--- src/rtl/ext_pkg.sv ---
// Shared definitions for the sign-extension arbiter: requester IDs, common
// field descriptors, the extension mask and the output-stage state encoding.
package ext_pkg;

  localparam logic REQ_BRANCH = 1'b0;
  localparam logic REQ_DECODE = 1'b1;

  typedef struct packed {
    logic [3:0] msb;
    logic       shift;
  } ext_field_t;

  localparam ext_field_t BRANCH_OFF = '{msb: 4'd12, shift: 1'b1};
  localparam ext_field_t LDR_OFF    = '{msb: 4'd6,  shift: 1'b0};

  localparam logic [15:0] EXT_MASK = 16'hFFFF;

  typedef enum logic {
    ST_EMPTY = 1'b0,
    ST_FULL  = 1'b1
  } out_state_e;

endpackage

--- src/rtl/ext_core.sv ---
// Combinational sign-extension: optional left shift by one, then extend from
// a selectable sign-bit position. Bits below the sign bit are left untouched.
module ext_core
  import ext_pkg::*;
(
  input  logic [15:0] word_i,
  input  logic [3:0]  msb_i,
  input  logic        shift_i,
  output logic [15:0] data_o
);

  logic [15:0] shifted;

  always_comb begin
    shifted = shift_i ? {word_i[14:0], 1'b0} : word_i;
    data_o  = shifted[msb_i] ? (shifted | (EXT_MASK << msb_i)) : shifted;
  end

endmodule

--- src/rtl/ext_arbiter.sv ---
// Round-robin arbiter sharing one ext_core between two requesters, with a
// single-entry valid/ready output stage. Contention counter under EXT_ARB_STATS_EN.
//
// state    | meaning
// ST_EMPTY | no result held, out_valid=0, a winner may load
// ST_FULL  | result held; loads again only when out_ready drains it this cycle
module ext_arbiter
  import ext_pkg::*;
#(
  parameter int DATA_W     = 16,
  parameter int FIRST_PRIO = 0
) (
  input  logic              clk,
  input  logic              rst,
  input  logic [1:0]        req_valid,
  output logic [1:0]        req_ready,
  input  logic [DATA_W-1:0] req0_word,
  input  logic [3:0]        req0_msb,
  input  logic              req0_shift,
  input  logic [DATA_W-1:0] req1_word,
  input  logic [3:0]        req1_msb,
  input  logic              req1_shift,
  output logic              out_valid,
  input  logic              out_ready,
  output logic [DATA_W-1:0] out_data,
  output logic              out_id,
  output logic [15:0]       stall_count
);

  localparam logic LAST_RST = (FIRST_PRIO == 0) ? 1'b1 : 1'b0;

  out_state_e  state_q;
  logic [15:0] data_q;
  logic        id_q;
  logic        last_grant_q;

  logic        can_load;
  logic        any_req;
  logic        gnt;
  logic        xfer;
  logic [15:0] op_word;
  logic [3:0]  op_msb;
  logic        op_shift;
  logic [15:0] ext_data;

  always_comb begin
    can_load = (state_q == ST_EMPTY) || out_ready;
    any_req  = |req_valid;
    // With both requesting, the one not served last wins; otherwise the lone requester.
    gnt      = (req_valid == 2'b11) ? ~last_grant_q : req_valid[1];
    xfer     = any_req && can_load && !rst;
    req_ready = 2'b00;
    if (xfer) req_ready = gnt ? 2'b10 : 2'b01;
    op_word  = gnt ? req1_word  : req0_word;
    op_msb   = gnt ? req1_msb   : req0_msb;
    op_shift = gnt ? req1_shift : req0_shift;
  end

  ext_core u_ext_core (
    .word_i  (op_word),
    .msb_i   (op_msb),
    .shift_i (op_shift),
    .data_o  (ext_data)
  );

  always_ff @(posedge clk or posedge rst) begin
    if (rst) begin
      state_q      <= ST_EMPTY;
      data_q       <= '0;
      id_q         <= 1'b0;
      last_grant_q <= LAST_RST;
    end else if (xfer) begin
      state_q      <= ST_FULL;
      data_q       <= ext_data;
      id_q         <= gnt;
      last_grant_q <= gnt;
    end else if (out_ready) begin
      state_q      <= ST_EMPTY;
    end
  end

  assign out_valid = (state_q == ST_FULL);
  assign out_data  = data_q;
  assign out_id    = id_q;

`ifdef EXT_ARB_STATS_EN
  logic [15:0] stall_q;
  logic [15:0] stall_d;
  logic        stall_inc;

  always_comb begin
    stall_inc = (req_valid == 2'b11) || (any_req && !can_load);
    stall_d   = stall_q;
    if (stall_inc && (stall_q != 16'hFFFF)) stall_d = stall_q + 16'd1;
  end

  always_ff @(posedge clk or posedge rst) begin
    if (rst) stall_q <= '0;
    else     stall_q <= stall_d;
  end

  assign stall_count = stall_q;
`else
  assign stall_count = 16'd0;
`endif

endmodule

--- config.mk ---
export PLATFORM = sky130hd
export DESIGN_NAME = ext_arbiter
export DESIGN_NICKNAME = d
export VERILOG_FILES = /design/src/rtl/ext_pkg.sv /design/src/rtl/ext_core.sv /design/src/rtl/ext_arbiter.sv
export SDC_FILE = /design/constraint.sdc
export NUM_CORES = 1
export LEC_CHECK = 0
export BUFFER_PORTS_ARGS = -buffer_cell sky130_fd_sc_hd__buf_2
export CAP_MARGIN = 20
export CORE_MARGIN = 5
export CORE_UTILIZATION = 50
export DETAILED_ROUTE_END_ITERATION = 16
export HOLD_SLACK_MARGIN = 0.02
export PLACE_DENSITY = 0.89
export RECOVER_POWER = 50
export SYNTH_ARGS = -nofsm -noshare
export SYNTH_HDL_FRONTEND = slang
export SYNTH_SLANG_ARGS = --single-unit
--- constraint.sdc ---
create_clock -name clk -period 5.4 [get_ports clk]
set_clock_uncertainty 0.2 [all_clocks]
set_input_delay 0.54 -clock clk [delete_from_list [all_inputs] [get_ports clk]]
set_output_delay 0.54 -clock clk [all_outputs]
set_load 0.05 [all_outputs]
# ---- Word level (Yosys, flattened, before mapping)
# Index checks and enable logic that the tools add are counted.
dict set report classes {
  reduce_logical 6
  n_bitwise 3
  order_cmp 1
  shift 1
  eq_ne 1
  n_mux 12
}
# cell count
set op_table {}
lappend op_table {{16-bit 2-to-1 mux} 3}
lappend op_table {{16-bit bitwise OR} 1}
lappend op_table {{16-bit by 4-bit << shifter with 16-bit output, first input constant} 1}
lappend op_table {{4-bit by 5-bit < comparator with 1-bit output, second input constant} 1}
lappend op_table {{1-bit 2-to-1 mux} 5}
lappend op_table {{1-bit binary-select mux with 4-bit select} 1}
lappend op_table {{2-bit 2-to-1 mux} 2}
lappend op_table {{4-bit 2-to-1 mux} 1}
lappend op_table {{2-bit == test, second input constant} 1}
lappend op_table {{1-bit logical AND} 2}
lappend op_table {{1-bit inverter} 2}
lappend op_table {{2-bit nonzero test} 1}
lappend op_table {{2-bit OR reduction} 1}
lappend op_table {{1-bit logical NOT} 1}
lappend op_table {{1-bit logical OR} 1}
dict set report totals {
  input_bits 47
  ff_bits 19
  word_cells 28
  out_inout_bits 36
}

# ---- Depth between registers and ports, before layout
dict set report logic_depth {
  ltp_word 7
  ltp_mapped 9
  mapped_depth_nobuf 6
}

# ---- By module
# A second synthesis with hierarchy kept.
dict set report unflattened {
  cells_unflattened 171
  area_unflattened_um2 1905.6
}
# mod seq_area_each_um2 instances cells_per_inst area_each_um2
set by_module_without_submodules {}
lappend by_module_without_submodules {ext_arbiter 476.7 1 88 1206.2}
lappend by_module_without_submodules {ext_core 0.0 1 83 699.4}

# ---- Least setup slack after synthesis
# Ideal clock, no wire load.
dict set report synth_path {
  path_type {input port to output port}
  startpoint {input port rst}
  endpoint {output port req_ready[1]}
  required_time_ps 4660
  arrival_ps 2317
  stages 5
  n_path_buf 1
  slack_ps 2343
  path_cell_list {inv_1 o21ai_0 nand2b_1 clkbuf_1 nor2_1}
}
dict set report synth_between {
  elab_chain_len 3
}
# element line
set synth_rtl {}
lappend synth_rtl {{start: declaration} ext_arbiter.sv:14} ;# input logic rst,
lappend synth_rtl {{1-bit logical NOT (no source line)} --}
lappend synth_rtl {{1-bit logical AND} ext_arbiter.sv:51} ;# xfer = any_req && can_load && !rst;
lappend synth_rtl {{2-bit 2-to-1 mux} ext_arbiter.sv:53} ;# if (xfer) req_ready = gnt ? 2'b10 : 2'b01;
lappend synth_rtl {{end: declaration} ext_arbiter.sv:16} ;# output logic [1:0] req_ready,
# Every way passes these cells.

# ---- Final worst setup path
dict set report layout_path {
  startpoint {register last_grant_q}
  endpoint {register data_q[4] (netlist: out_data[4])}
}
dict set report layout_between {
  elab_chain_len 7
  elab_cells_between_ends 11
  classes_between {shift (1); mux (8); bitwise (2)}
}
# element line
set layout_rtl {}
lappend layout_rtl {{start: declaration} ext_arbiter.sv:35} ;# logic last_grant_q;
lappend layout_rtl {{start signal: assignment} ext_arbiter.sv:76} ;# last_grant_q <= gnt;
lappend layout_rtl {{1-bit inverter (*)} ext_arbiter.sv:50} ;# gnt = (req_valid == 2'b11) ? ~last_grant_q : req_valid[1];
lappend layout_rtl {{1-bit 2-to-1 mux (*)} ext_arbiter.sv:50}
lappend layout_rtl {{16-bit 2-to-1 mux / 1-bit 2-to-1 mux (equally long branches)} {ext_arbiter.sv:54, ext_arbiter.sv:56}}
lappend layout_rtl {{16-bit 2-to-1 mux} ext_core.sv:15} ;# shifted = shift_i ? {word_i[14:0], 1'b0} : word_i;
lappend layout_rtl {{1-bit binary-select mux with 4-bit select} ext_core.sv:16} ;# data_o = shifted[msb_i] ? (shifted | (EXT_MASK << msb_i)) : shifted;
lappend layout_rtl {{1-bit 2-to-1 mux (implied by the code)} ext_core.sv:16}
lappend layout_rtl {{16-bit 2-to-1 mux (*)} ext_core.sv:16}
lappend layout_rtl {{end signal: assignment} ext_arbiter.sv:74} ;# data_q <= ext_data;
lappend layout_rtl {{end: declaration} ext_arbiter.sv:33} ;# logic [15:0] data_q;
# Mark *: on every way between the ends. The rest lies on a longest branch, timed or not. The select of a mux whose other input is x is not followed.
# A chain may end at the register's enable or synchronous reset.

==> run_results.csv <==
group,metric,value,unit
synth,synthXorXnorAreaFrac,0,%
cells_and_area,nets,341,
timing,timing_hold_violations_final,0,
clock_tree,cts_setup_buffers,0,
cells_and_area,fill_cells,383,
floorplanning,core_area,4060,um2
timing,relSlewSlack,26.3,%
timing,holdWs,0.203,ns
setup_path,crit_required,5.35,ns
hold_path,hp-class,"in -> async",
flow_run,drv_cap,0,
cells_and_area,finalNonFillerCells,343,
timing,finalSetupTns,0,ns
synth,synth_simple_gate_area_share,13.6,%
clock_tree,cts_sinks,19,
timing,fin_crit,3.44,ns
setup_path,startpoint_type,"register",
setup_path,reg2reg_to,"out_data[4]$_DFFE_PP0P_",
synth,yosysWarnings,0,
power_and_ir_drop,p_total,0.632,mW
timing,worst_slew_pin_slew,1.10,ns
power_and_ir_drop,irDropWorstVdd,0.127,mV
setup_path,reg2regPathDepth,6,
synth,yosysTopAreaCellShare,22.7,%
grt,grt_pass1_wl,8.67,mm
synth,synthAdderAreaFrac,0,%
clock_tree,h-tree-depth,1,
cells_and_area,final_cell_mix,"buf_2 (56), mux2i_1 (48), nand2_1 (26)",
clock_tree,root_buffer,"clkbuf_8",
clock_tree,insertion_delay,0.26,ns
timing,finalSetupViolCount,0,
clock_tree,cts_buffer_depth,2,
synth,netlist_area,2110,um2
placement,pre_cts_slack,1.85,ns
run_status,status,"complete, no violations",
floorplanning,fp.dieW,75.0,um
placement,dpl_cell_area,2350,um2
routing,wl,5.67,mm
power_and_ir_drop,p_per_area,265,nW/um2
timing,rsz0062_at_grt,"no",
synth,synth_mux_area_share,34.4,%
setup_path,crit_type,"reg -> reg",
setup_path,critPathMaxFanout,24,
timing,clock.fmax,291,MHz
synth,synthTopCellsByArea,"mux2i_1 (23%), dfrtp_1 (21%), mux4_2 (7.5%)",
timing,slew_viol_final,0,
cells_and_area,antenna_cells,0,
cells_and_area,drive_gt1_share,27.3,%
synth,synth_top_family_by_area,"multiplexers",
placement,globalplace.congestion,0.852,
synth,avgSynthCellArea,8.74,um2
routing,vias_per_cell,5.92,
placement,dp_hpwl,4.45,mm
routing,post_drt_wl_per_cell,16.5,um
setup_path,regToRegStartpoint,"last_grant_q$_DFFE_PP1P_",
floorplanning,dieArea,5630,um2
floorplanning,start_util,52.1,%
cells_and_area,synthToLayoutAreaGrowth,12.8,%
cells_and_area,final_area,2390,um2
setup_path,crit_arrival,3.39,ns
grt,antenna_found_initial,0,
floorplanning,ioPinCount,83,
placement,io_buffer_count,66,
synth,seq_area_frac_synth,22.5,%
floorplanning,rows,23,
grt,grt_max_degree,27,
synth,synth_seq_cells,19,
placement,post-place-cells,339,
grt,grtUsageTotal,20.1,%
timing,finalWorstSetupSlack,1.96,ns
clock_tree,tritoncts,"yes",
routing,num_vias,2030,
cells_and_area,layout_commonest_cell,"buf_2",
clock_tree,path_clk_slew,0.07,ns
setup_path,end_kind,"register",
routing,ant_nets,0,
cells_and_area,final_core_util,58.8,%
synth,synth_edf_count,0,
synth,synth-compound-area-share,18.5,%
setup_path,r2r_setup_slack,1.96,ns
timing,period_share,63.6,%
routing,route.detailed.drc,0,
grt,grt_overflow,0,
clock_tree,cts_resized,0,
synth,async_reset_ff_share,100,%
floorplanning,die_h,75.0,um
synth,ys_types,43,
routing,drt_iter0_drc,85,
power_and_ir_drop,p_leak,1.14,nW
clock_tree,hold_buffers,0,
routing,drt_pass1_iterations,4,
clock_tree,numCtsBuffers,3,
grt,grt_pass1_vias,1880,
synth,ys.flop_type,"dfrtp_1",
synth,synth_cells,242,
synth,synth_largest_area_cell,"mux2i_1",
[area by class of cell]
class / count / area (um2) / share of cell area [%]
Clock inverter: 1 / 5.00 / 0.210
Tap cell: 50 / 62.6 / 2.62
Multi-Input combinational cell: 201 / 1470 / 61.5
Sequential cell: 19 / 477 / 20.0
Clock buffer: 3 / 41.3 / 1.73
Inverter: 2 / 7.51 / 0.315
Timing Repair Buffer: 67 / 325 / 13.6
[metal layers]
layer	up-vias	wire [um]	GRT usage (%)
met5	-	0	0
met4	0	183	7.51
met3	16	445	2.94
met2	91	2880	35.8
met1	958	2170	24.5
li1	965	-	-
[power breakdown]
part | internal, mW | switching, mW
logic | 0.0985 | 0.245
clock network | 0.0513 | 0.0479
registers | 0.172 | 0.0173
[cells in the mapped netlist, types with 5 or more instances]
master / n
o21ai_0: 8
nor2_1: 15
mux2_2: 7
dfrtp_1: 18
o211ai_1: 5
buf_4: 18
a21oi_1: 17
nand2_1: 26
clkbuf_1: 8
a211oi_1: 6
a31oi_1: 9
nor2b_1: 7
mux2i_1: 48
nand3_1: 5
mux4_2: 7
[how the worst max path moves through the flow]
stage	from	to	slack [ns]	cells after the start
final	last_grant_q$_DFFE_PP1P_	out_data[4]$_DFFE_PP0P_	1.96	6
after global routing	rst	req_ready[1]	1.73	6
after CTS	rst	req_ready[1]	1.98	6
after detailed placement	req_valid[0]	out_data[6]$_DFFE_PP0P_	1.85	7
after global placement	req_valid[0]	out_data[6]$_DFFE_PP0P_	1.96	7
after floorplan	rst	req_ready[1]	2.34	5
[state kept, by name, indices dropped and copies added (netlist names)]
register / cells
out_data: 16
last_grant_q: 1
out_valid: 1
out_id: 1
[worst max-delay path: stages, from the launching register on]
cell	delay, ns
dfstp_2	0.39
a21boi_2	0.85
mux2i_1	0.64
nand3_1	0.19
a32o_1	0.30
a311o_1	0.42
o31ai_2	0.33
[cell families (layout without fill, tap and decap cells)]
kind of cell	count (synthesis)	after routing
simple gates	63	63
mux	63	63
buf+inv	37	73
compound gates	59	59
other cells	1	16
flops	19	19
(Power assumes the default switching activity.)
